File: src/rtl/combo_lock_pkg.sv
`default_nettype none
// ============================================================================
//  Module      : combo_lock_pkg
//  Description : Shared types and width helpers for the combination lock.
//  Revision    : 1.0 - initial release
// ============================================================================
package combo_lock_pkg;

    // Top-level controller states
    typedef enum logic [1:0] {
        IDLE    = 2'd0,
        OPEN    = 2'd1,
        ERROR   = 2'd2,
        LOCKOUT = 2'd3
    } state_t;

    // Down-timer width: enough bits to hold the largest reload (max-1)
    function automatic int timer_width(input int a, input int b, input int c);
        int m;
        m = a;
        if (b > m) m = b;
        if (c > m) m = c;
        return (m > 1) ? $clog2(m) : 1;
    endfunction

    // Entry-index width, never narrower than one bit
    function automatic int idx_width(input int n);
        return (n > 1) ? $clog2(n) : 1;
    endfunction

endpackage
`default_nettype wire

File: src/rtl/combo_lock_enter_sync.sv
`default_nettype none
// ============================================================================
//  Module      : combo_lock_enter_sync
//  Description : Two-flop synchroniser for the raw enter button followed by a
//                rising-edge detector producing a registered one-cycle press.
//  Revision    : 1.0 - initial release
// ============================================================================
module combo_lock_enter_sync
    import combo_lock_pkg::*;
(
    input  logic clk,
    input  logic rst,
    input  logic enter,
    output logic press
);

    logic r_sync1;
    logic r_sync2;
    logic r_prev;
    logic r_press;

    // Synchronise enter, remember the previous level and register the edge
    always_ff @(posedge clk) begin
        if (rst) begin
            r_sync1 <= 1'b0;
            r_sync2 <= 1'b0;
            r_prev  <= 1'b0;
            r_press <= 1'b0;
        end else begin
            r_sync1 <= enter;
            r_sync2 <= r_sync1;
            r_prev  <= r_sync2;
            r_press <= r_sync2 & ~r_prev;
        end
    end

    assign press = r_press;

endmodule
`default_nettype wire

File: src/rtl/combo_lock.sv
`default_nettype none
// ============================================================================
//  Module      : combo_lock
//  Description : Parametrised combination-lock controller. Collects CODE_LEN
//                entries (one per debounced press), opens on a full match,
//                blinks an error otherwise and locks out after MAX_FAIL
//                consecutive failures.
//  Revision    : 1.0 - initial release
// ============================================================================
module combo_lock
    import combo_lock_pkg::*;
#(
    parameter int                         KEY_W       = 2,
    parameter int                         CODE_LEN    = 2,
    parameter logic [CODE_LEN*KEY_W-1:0]  CODE        = 4'b10_01,
    parameter int                         MAX_FAIL    = 3,
    parameter int                         OPEN_CYCLES = 16,
    parameter int                         LOCK_CYCLES = 64,
    parameter int                         BLINK_HALF  = 4
)(
    input  logic                             clk,
    input  logic                             rst,
    input  logic                             enter,
    input  logic [KEY_W-1:0]                 key,
    output logic                             open,
    output logic                             error,
    output logic                             led,
    output logic                             locked,
    output logic [$clog2(MAX_FAIL+1)-1:0]    fail_cnt
);

    localparam int c_idx_w   = idx_width(CODE_LEN);
    localparam int c_timer_w = timer_width(OPEN_CYCLES, LOCK_CYCLES, BLINK_HALF);
    localparam int c_fail_w  = $clog2(MAX_FAIL + 1);

    localparam logic [c_idx_w-1:0]   c_last_idx   = c_idx_w'(CODE_LEN - 1);
    localparam logic [c_timer_w-1:0] c_open_load  = c_timer_w'(OPEN_CYCLES - 1);
    localparam logic [c_timer_w-1:0] c_lock_load  = c_timer_w'(LOCK_CYCLES - 1);
    localparam logic [c_timer_w-1:0] c_blink_load = c_timer_w'(BLINK_HALF - 1);
    localparam logic [c_fail_w-1:0]  c_fail_max   = c_fail_w'(MAX_FAIL);

    // Registered state
    state_t                 r_state;
    logic [c_idx_w-1:0]     r_idx;
    logic                   r_match;
    logic [c_timer_w-1:0]   r_timer;
    logic [c_timer_w-1:0]   r_blink;
    logic [c_fail_w-1:0]    r_fail;
    logic                   r_open;
    logic                   r_error;
    logic                   r_led;
    logic                   r_locked;

    // Next-state values
    state_t                 w_state_nxt;
    logic [c_idx_w-1:0]     w_idx_nxt;
    logic                   w_match_nxt;
    logic [c_timer_w-1:0]   w_timer_nxt;
    logic [c_timer_w-1:0]   w_blink_nxt;
    logic [c_fail_w-1:0]    w_fail_nxt;
    logic                   w_led_nxt;
    logic                   w_match_all;
    logic                   w_press;

    // Secret code split into per-entry words, entry 0 entered first
    logic [KEY_W-1:0] w_code_entry [CODE_LEN];

    for (genvar gi = 0; gi < CODE_LEN; gi++) begin : g_code_entry
        assign w_code_entry[gi] = CODE[gi*KEY_W +: KEY_W];
    end

    combo_lock_enter_sync u_enter_sync (
        .clk   (clk),
        .rst   (rst),
        .enter (enter),
        .press (w_press)
    );

    // Next-state logic: entry collection, timers, blink and fail counting
    always_comb begin
        w_state_nxt = r_state;
        w_idx_nxt   = r_idx;
        w_match_nxt = r_match;
        w_timer_nxt = r_timer;
        w_blink_nxt = r_blink;
        w_fail_nxt  = r_fail;
        w_led_nxt   = r_led;
        w_match_all = r_match & (key == w_code_entry[r_idx]);

        case (r_state)
            IDLE: begin
                if (w_press) begin
                    if (r_idx == c_last_idx) begin
                        // Last entry: judge the whole attempt, restart collection
                        w_idx_nxt   = '0;
                        w_match_nxt = 1'b1;
                        if (w_match_all) begin
                            w_state_nxt = OPEN;
                            w_timer_nxt = c_open_load;
                            w_fail_nxt  = '0;
                        end else begin
                            w_state_nxt = ERROR;
                            w_blink_nxt = c_blink_load;
                            w_led_nxt   = 1'b1;
                            w_fail_nxt  = (r_fail == c_fail_max) ? c_fail_max
                                                                 : r_fail + 1'b1;
                        end
                    end else begin
                        // Keep collecting; a wrong entry is only remembered
                        w_idx_nxt   = r_idx + 1'b1;
                        w_match_nxt = w_match_all;
                    end
                end
            end

            OPEN: begin
                // A press closes the lock early and is not treated as an entry
                if (w_press || (r_timer == '0)) begin
                    w_state_nxt = IDLE;
                end else begin
                    w_timer_nxt = r_timer - 1'b1;
                end
            end

            ERROR: begin
                if (r_fail == c_fail_max) begin
                    // Too many failures: lockout wins over any press
                    w_state_nxt = LOCKOUT;
                    w_timer_nxt = c_lock_load;
                    w_led_nxt   = 1'b1;
                end else if (w_press) begin
                    w_state_nxt = IDLE;
                    w_led_nxt   = 1'b0;
                end else if (r_blink == '0) begin
                    w_led_nxt   = ~r_led;
                    w_blink_nxt = c_blink_load;
                end else begin
                    w_blink_nxt = r_blink - 1'b1;
                end
            end

            LOCKOUT: begin
                // Presses are ignored until the timer runs out
                if (r_timer == '0) begin
                    w_state_nxt = IDLE;
                    w_fail_nxt  = '0;
                    w_led_nxt   = 1'b0;
                end else begin
                    w_timer_nxt = r_timer - 1'b1;
                end
            end

            default: begin
                w_state_nxt = IDLE;
            end
        endcase
    end

    // State register with registered, glitch-free indicator outputs
    always_ff @(posedge clk) begin
        if (rst) begin
            r_state  <= IDLE;
            r_idx    <= '0;
            r_match  <= 1'b1;
            r_timer  <= '0;
            r_blink  <= '0;
            r_fail   <= '0;
            r_open   <= 1'b0;
            r_error  <= 1'b0;
            r_led    <= 1'b0;
            r_locked <= 1'b0;
        end else begin
            r_state  <= w_state_nxt;
            r_idx    <= w_idx_nxt;
            r_match  <= w_match_nxt;
            r_timer  <= w_timer_nxt;
            r_blink  <= w_blink_nxt;
            r_fail   <= w_fail_nxt;
            r_open   <= (w_state_nxt == OPEN);
            r_error  <= (w_state_nxt == ERROR);
            r_led    <= w_led_nxt;
            r_locked <= (w_state_nxt == LOCKOUT);
        end
    end

    assign open     = r_open;
    assign error    = r_error;
    assign led      = r_led;
    assign locked   = r_locked;
    assign fail_cnt = r_fail;

endmodule
`default_nettype wire

File: config.mk
export PLATFORM = sky130hd
export DESIGN_NAME = combo_lock
export DESIGN_NICKNAME = d
export VERILOG_FILES = /design/src/rtl/combo_lock_pkg.sv /design/src/rtl/combo_lock_enter_sync.sv /design/src/rtl/combo_lock.sv
export SDC_FILE = /design/constraint.sdc
export NUM_CORES = 1
export LEC_CHECK = 0
export CAP_MARGIN = 10
export CORE_ASPECT_RATIO = 1.1
export CORE_MARGIN = 4
export CORE_UTILIZATION = 48
export DETAILED_ROUTE_END_ITERATION = 10
export GPL_TIMING_DRIVEN = 0
export HOLD_SLACK_MARGIN = 0.05
export MAX_ROUTING_LAYER = met4
export PLACE_DENSITY = 0.71
export SYNTH_ARGS = -nofsm -noshare
export SYNTH_HDL_FRONTEND = slang
export SYNTH_SLANG_ARGS = --single-unit
File: constraint.sdc
create_clock -name clk -period 1.7 [get_ports clk]
set_input_delay 0.34 -clock clk [delete_from_list [all_inputs] [get_ports clk]]
set_output_delay 0.34 -clock clk [all_outputs]
set_load 0.05 [all_outputs]
== Word level (Yosys, flattened, before mapping) ==
Index checks and enable logic that the tools add are counted.

* Word-level logic and storage cells: 96
* Register bits after elaboration: 26
* Output and inout bits: 6

* Order comparisons: 1
* Multiplexer cells: 41
* Eq/ne operators: 19
* Reductions and logical operators: 12
* Add/sub/neg operators: 4
* Bitwise gates (word level): 5

{| class="wikitable"
|+ Operators by type and width
! operator !! number
|-
| $mux W6 || 12
|-
| $mux W2 || 15
|-
| $pmux W6 S4 || 1
|-
| $ne A2 B2 Y1 const B || 9
|-
| $reduce_and A6 Y1 || 3
|-
| $logic_not A6 Y1 || 2
|-
| $pmux W6 S2 || 1
|-
| $sub A6 B1 Y6 const B || 2
|-
| $eq A2 B2 Y1 const B || 5
|-
| $mux W1 || 9
|-
| $pmux W2 S4 || 1
|-
| $eq A2 B1 Y1 const B || 2
|-
| $ne A4 B3 Y1 const B || 1
|-
| $pmux W2 S2 || 1
|-
| $reduce_and A4 Y1 || 1
|-
| $reduce_bool A2 Y1 || 2
|-
| $pmux W1 S3 || 1
|-
| $reduce_bool A3 Y1 || 1
|-
| $add A2 B1 Y2 const B || 1
|-
| $and A1 B1 Y1 || 2
|-
| $eq A2 B2 Y1 || 1
|-
| $ge A2 B2 Y1 const B || 1
|-
| $logic_not A2 Y1 || 1
|-
| $ne A2 B1 Y1 const B || 1
|-
| 5 further kinds || 6
|}

== Depth between registers and ports, before layout ==
* Depth after elaboration: 11
* Depth in mapped cells: 6

== Modules after synthesis ==
A second synthesis with hierarchy kept.

* Cells, all modules: 157
* Area, all modules: 1,370.1 um2

{| class="wikitable"
|+ Modules (own cells, without submodules)
! module !! area each (um2) !! instances !! sequential area each (um2) !! cells each
|-
| combo_lock || 1,258.7 || 1 || 440.4 || 149
|-
| combo_lock_enter_sync || 111.4 || 1 || 80.1 || 8
|}

== Worst setup path after synthesis ==
No wires, ideal clock.

* Path kind: register to register
* From: reg r_timer[0]
* To: reg r_timer[3]
* Arrival time: 1.602 ns
* Path buffers: 1
* Setup slack: -0.017 ns
* Cell stages (with the launch flop): 7
* Required time: 1.585 ns
* Cell sequence: dfxtp_1 > inv_1 > ha_1 > buf_2 > a211oi_4 > mux2_1 > o21a_1

* Longest elaborated chain between the ends: 4
* Elaborated cells on any way between the ends: 9
* Classes of those cells: 1 x add/sub; 2 x eq/ne; 3 x mux; 3 x reduce/logical

{| class="wikitable"
|+ Ends and longest elaborated chain
! element !! RTL line !! source
|-
| start: declaration || combo_lock.sv:46 || <nowiki>logic [c_timer_w-1:0] r_timer;</nowiki>
|-
| start signal: assignment || combo_lock.sv:176 || <nowiki>r_timer <= w_timer_nxt;</nowiki>
|-
| branches (longest 4 deep; another with $sub A6 B1 Y6) || n/a ||
|}

Parallel ways; which one is timed is not known. The select of a mux whose other input is x is not followed.
A chain may end at the register's enable or synchronous reset.

== Final worst setup path ==
* From: reg r_state[0]
* To: reg r_blink[5]

* Longest elaborated chain between the ends: 3
* Elaborated cells on any way between the ends: 10
* Classes of those cells: 6 x eq/ne; 1 x mux; 3 x reduce/logical

{| class="wikitable"
|+ Ends and longest elaborated chain
! element !! RTL line !! source
|-
| start: declaration || combo_lock.sv:43 || <nowiki>state_t r_state;</nowiki>
|-
| start signal: assignment || combo_lock.sv:173 || <nowiki>r_state <= w_state_nxt;</nowiki>
|-
| $eq A2 B2 Y1 / $logic_not A2 Y1 (equally long branches) || combo_lock.sv:90 || <nowiki>case (r_state)</nowiki>
|-
| $ne A2 B2 Y1 (no line) (tied with other cells) || n/a ||
|-
| $reduce_and A6 Y1 (no line) || n/a ||
|-
| end signal: assignment || combo_lock.sv:177 || <nowiki>r_blink <= w_blink_nxt;</nowiki>
|-
| end: declaration || combo_lock.sv:47 || <nowiki>logic [c_timer_w-1:0] r_blink;</nowiki>
|}

Parallel ways exist; a longest one is shown, timed or not.

==> summary.md <==
| Metric | Value |
|---|---|
| Status | `finished clean` |
| CP Buf/Inv Count | `2` |
| Fin crit share | `96.7%` |
| Clock sink total | `26` |
| Layout Nets | `175` |
| Antenna-violating nets left | `0` |
| Vias in the first global route | `1226` |
| Fin crit period | `1.64 ns` |
| CTS H-tree depth | `1` |
| Post-synth top flop | `dfxtp_1` |
| IO buf count | `10` |
| Worst slew pin tran | `0.508 ns` |
| Layout cells sized above 1 | `28.1%` |
| TritonRoute pass-1 iters | `4` |
| Antenna violations before repair | `0` |
| Crit start category | `register` |
| Wire per inst | `15.4 µm` |
| Cells after synthesis | `144` |
| Crit path kind | `reg2reg` |
| Pleak | `0.595 nW` |
| Area share of the leading cell type in the synthesized netlist | `39.7%` |
| Max-cap violations | `0` |
| Post-synth EDFFs | `0` |
| Final setup viols | `0` |
| Crit path capture type | `register` |
| Clk_skew | `0.00283 ns` |
| F_max | `608 MHz` |
| DRT Wirelength | `3050 µm` |
| Tot Pwr | `996 µW` |
| Clock transition at path regs | `0.14 ns` |
| YS warnings | `0` |
| Worst setup margin | `0.0564 ns` |
| CTS buffer count | `3` |
| Worst Path Max Fanout | `10` |
| Max Slew Vio Count | `0` |
| Remaining DRCs | `0` |
| Core footprint | `0.00254 mm²` |
| Ports | `11` |
| Die area | `0.00363 mm²` |
| CTS tree | `done` |
| Clock Latency Late Sink | `0.32 ns` |
| Root Driver | `clkbuf_4` |
| Slew HR | `66.1%` |
| Initial Util | `51.5%` |
| WP data required | `1.96 ns` |
| Crit path max-delay family | `compound AO/OA/AOI/OAI gates` |
| FILL cells | `216` |
| Area grow syn2layout | `24.3%` |
| Syn nets | `151` |
| DR vias | `1213` |
| Final Hold Fails | `0` |
| Largest net degree at the start of global routing | `15` |
| Synth unique cells | `48` |
| Slowest CP cell | `dfxtp_1` |
| Placement Setup Slack | `-0.492 ns` |
| Die Y | `62.8 µm` |
| Worst stage delay on the critical path | `0.36 ns` |
| Register area share after synthesis | `39.7%` |
| Via/cell ratio | `6.13` |
| Std-Cell Rows | `19` |
| Post-synthesis cell area | `0.00131 mm²` |
| Cell-by-cell trace of the critical path | `buf_4, and2b_2, a22oi_2, buf_4, nand2_1, a31oi_1` |
| Gr usage total | `18.2%` |
| Top cell by count, worst path | `buf_4` |
| Synth area leaders | `dfxtp_1, nor2_1, a21oi_1, a31oi_1, nand2_1` |
| Max Buffers Root-to-Sink | `2` |
| # diodes | `0` |
| Die width | `57.8 µm` |
| Final GP Congestion | `0.903` |
| HPWL Detailed | `2050 µm` |
| Worst VDD drop | `0.528 mV` |
| PwrDens | `612 mW/mm²` |
| Worst EP arrival | `1.90 ns` |
| Largest area contributor in the netlist | `dfxtp_1` |
| 1st-iter DRT viols | `67` |
| Synth Register Bits | `26` |
| Class of the worst hold path | `reg2reg` |
| Gr ovfl total | `0` |
| Mean Syn Cell Area | `9.10 µm²` |
| Post-synth ARST share | `0%` |
| Wire length of the first global-routing pass | `5220 µm` |
## kinds of logic (layout without fill, tap and decap cells)
logic type	count (synthesis)	count (layout)	synth area share, %
AND/OR/NAND/NOR	58	58	26.6
AO/OA/AOI/OAI	43	43	26.3
flip-flops	26	26	39.7
buffers and inverters	13	36	4.01
adder cells (fa/ha/maj)	2	2	1.91
XOR/XNOR	1	1	0.669
multiplexers	1	1	0.860
## worst register-to-register path: stages, from the launching register on
cell and delay (ns):
dfxtp_1 0.36, buf_4 0.18, and2b_2 0.31, a22oi_2 0.34
buf_4 0.18, nand2_1 0.05, a31oi_1 0.16
## final timing paths
check	slack, ns	end	start	depth (start not counted)
worst min register to register	0.39	u_enter_sync.press	u_enter_sync.r_prev	1
worst min-delay path	0.39	u_enter_sync.press	u_enter_sync.r_prev	1
worst max-delay path	0.06	r_blink[5]	r_state[0]	6
worst max register to register	0.06	r_blink[5]	r_state[0]	6
## per-layer routing
| metal | track usage [%] | vias up | part of all wire [%] |
|---|---|---|---|
| met2 | 31.1 | 28 | 51 |
| li1 | - | 579 | - |
| met3 | 3.10 | 7 | 4.1 |
| met1 | 20.0 | 599 | 43 |
| met5 | - | - | 0 |
| met4 | 8.70 | 0 | 2.3 |
## synth_stat cells, types with 2 or more instances
cell type and number:
nand2b_1 2, o211a_1 2, inv_1 8, nor2b_1 6
buf_2 3, nand3_1 4, a211oi_1 4, a32o_1 2
o21ai_0 4, nand3b_1 3, a21oi_1 8, nor2_1 13
o22ai_1 4, nor3_1 6, a31oi_1 6, ha_1 2
dfxtp_1 26, clkbuf_1 2, nand2_1 10
## final cells by class
| cell class | instances | area (µm²) | area share, % |
|---|---|---|---|
| Buffer | 4 | 22.5 | 1.38 |
| Clock buffer | 4 | 36.3 | 2.23 |
| Inverter | 8 | 33.8 | 2.08 |
| Multi-Input combinational cell | 105 | 806 | 49.5 |
| Sequential cell | 26 | 527 | 32.4 |
| Tap cell | 31 | 38.8 | 2.38 |
| Timing Repair Buffer | 20 | 164 | 10.1 |
## cell usage in the layout, fill, tap and decap left out, drive strengths merged, types with 4 or more instances in the layout
| master | netlist | layout |
|---|---|---|
| dfxtp | 26 | 26 |
| nor2 | 13 | 13 |
| buf | 3 | 11 |
| nand2 | 10 | 10 |
| a21oi | 8 | 8 |
| clkbuf | 2 | 8 |
| nor3 | 7 | 7 |
| inv | 8 | 7 |
| a31oi | 6 | 6 |
| nor2b | 6 | 6 |
| dlygate4sd2 | 0 | 5 |
| a211oi | 5 | 5 |
| nand3 | 4 | 4 |
| o21ai | 4 | 4 |
| clkdlybuf4s50 | 0 | 4 |
| o22ai | 4 | 4 |
## state kept, by name, summed over array words and instances, names as in the netlist
register              cells
u_enter_sync.r_sync2      1
fail_cnt                  2
u_enter_sync.r_sync1      1
r_match                   1
locked                    1
r_idx                     1
open                      1
u_enter_sync.press        1
error                     1
u_enter_sync.r_prev       1
r_timer                   6
r_blink                   6
led                       1
r_state                   2
## per-stage QoR
step / cells / hold WS (ns) / cell area, µm² / utilization, % / TNS [ns]
global route: 198 / 0.417 / 1630 / 64.0 / -0.00445
global placement: 185 / 0.372 / 1460 / 57.3 / -5.20
finish: 198 / 0.394 / 1630 / 64.0 / 0
CTS: 194 / 0.397 / 1560 / 61.4 / 0
detailed placement: 185 / 0.378 / 1460 / 57.3 / -5.85
floorplan: 144 / 0.367 / 1320 / - / 0
## where the power goes
part / switching [mW] / total [mW] / internal [mW]
registers: 0.00505 / 0.621 / 0.615
clock network: 0.188 / 0.319 / 0.131
logic: 0.0314 / 0.0563 / 0.0249
## timing repair
item                                    in CTS  in global routing
hold buffers                                 0                  0
resized for setup                           16                 14
endpoints found under the setup margin      16                 10
setup buffers                                5                  5
endpoints found under the hold margin        0                  0
pin swaps                                    3                  5
Note: power is estimated with default switching activity, not from simulation.
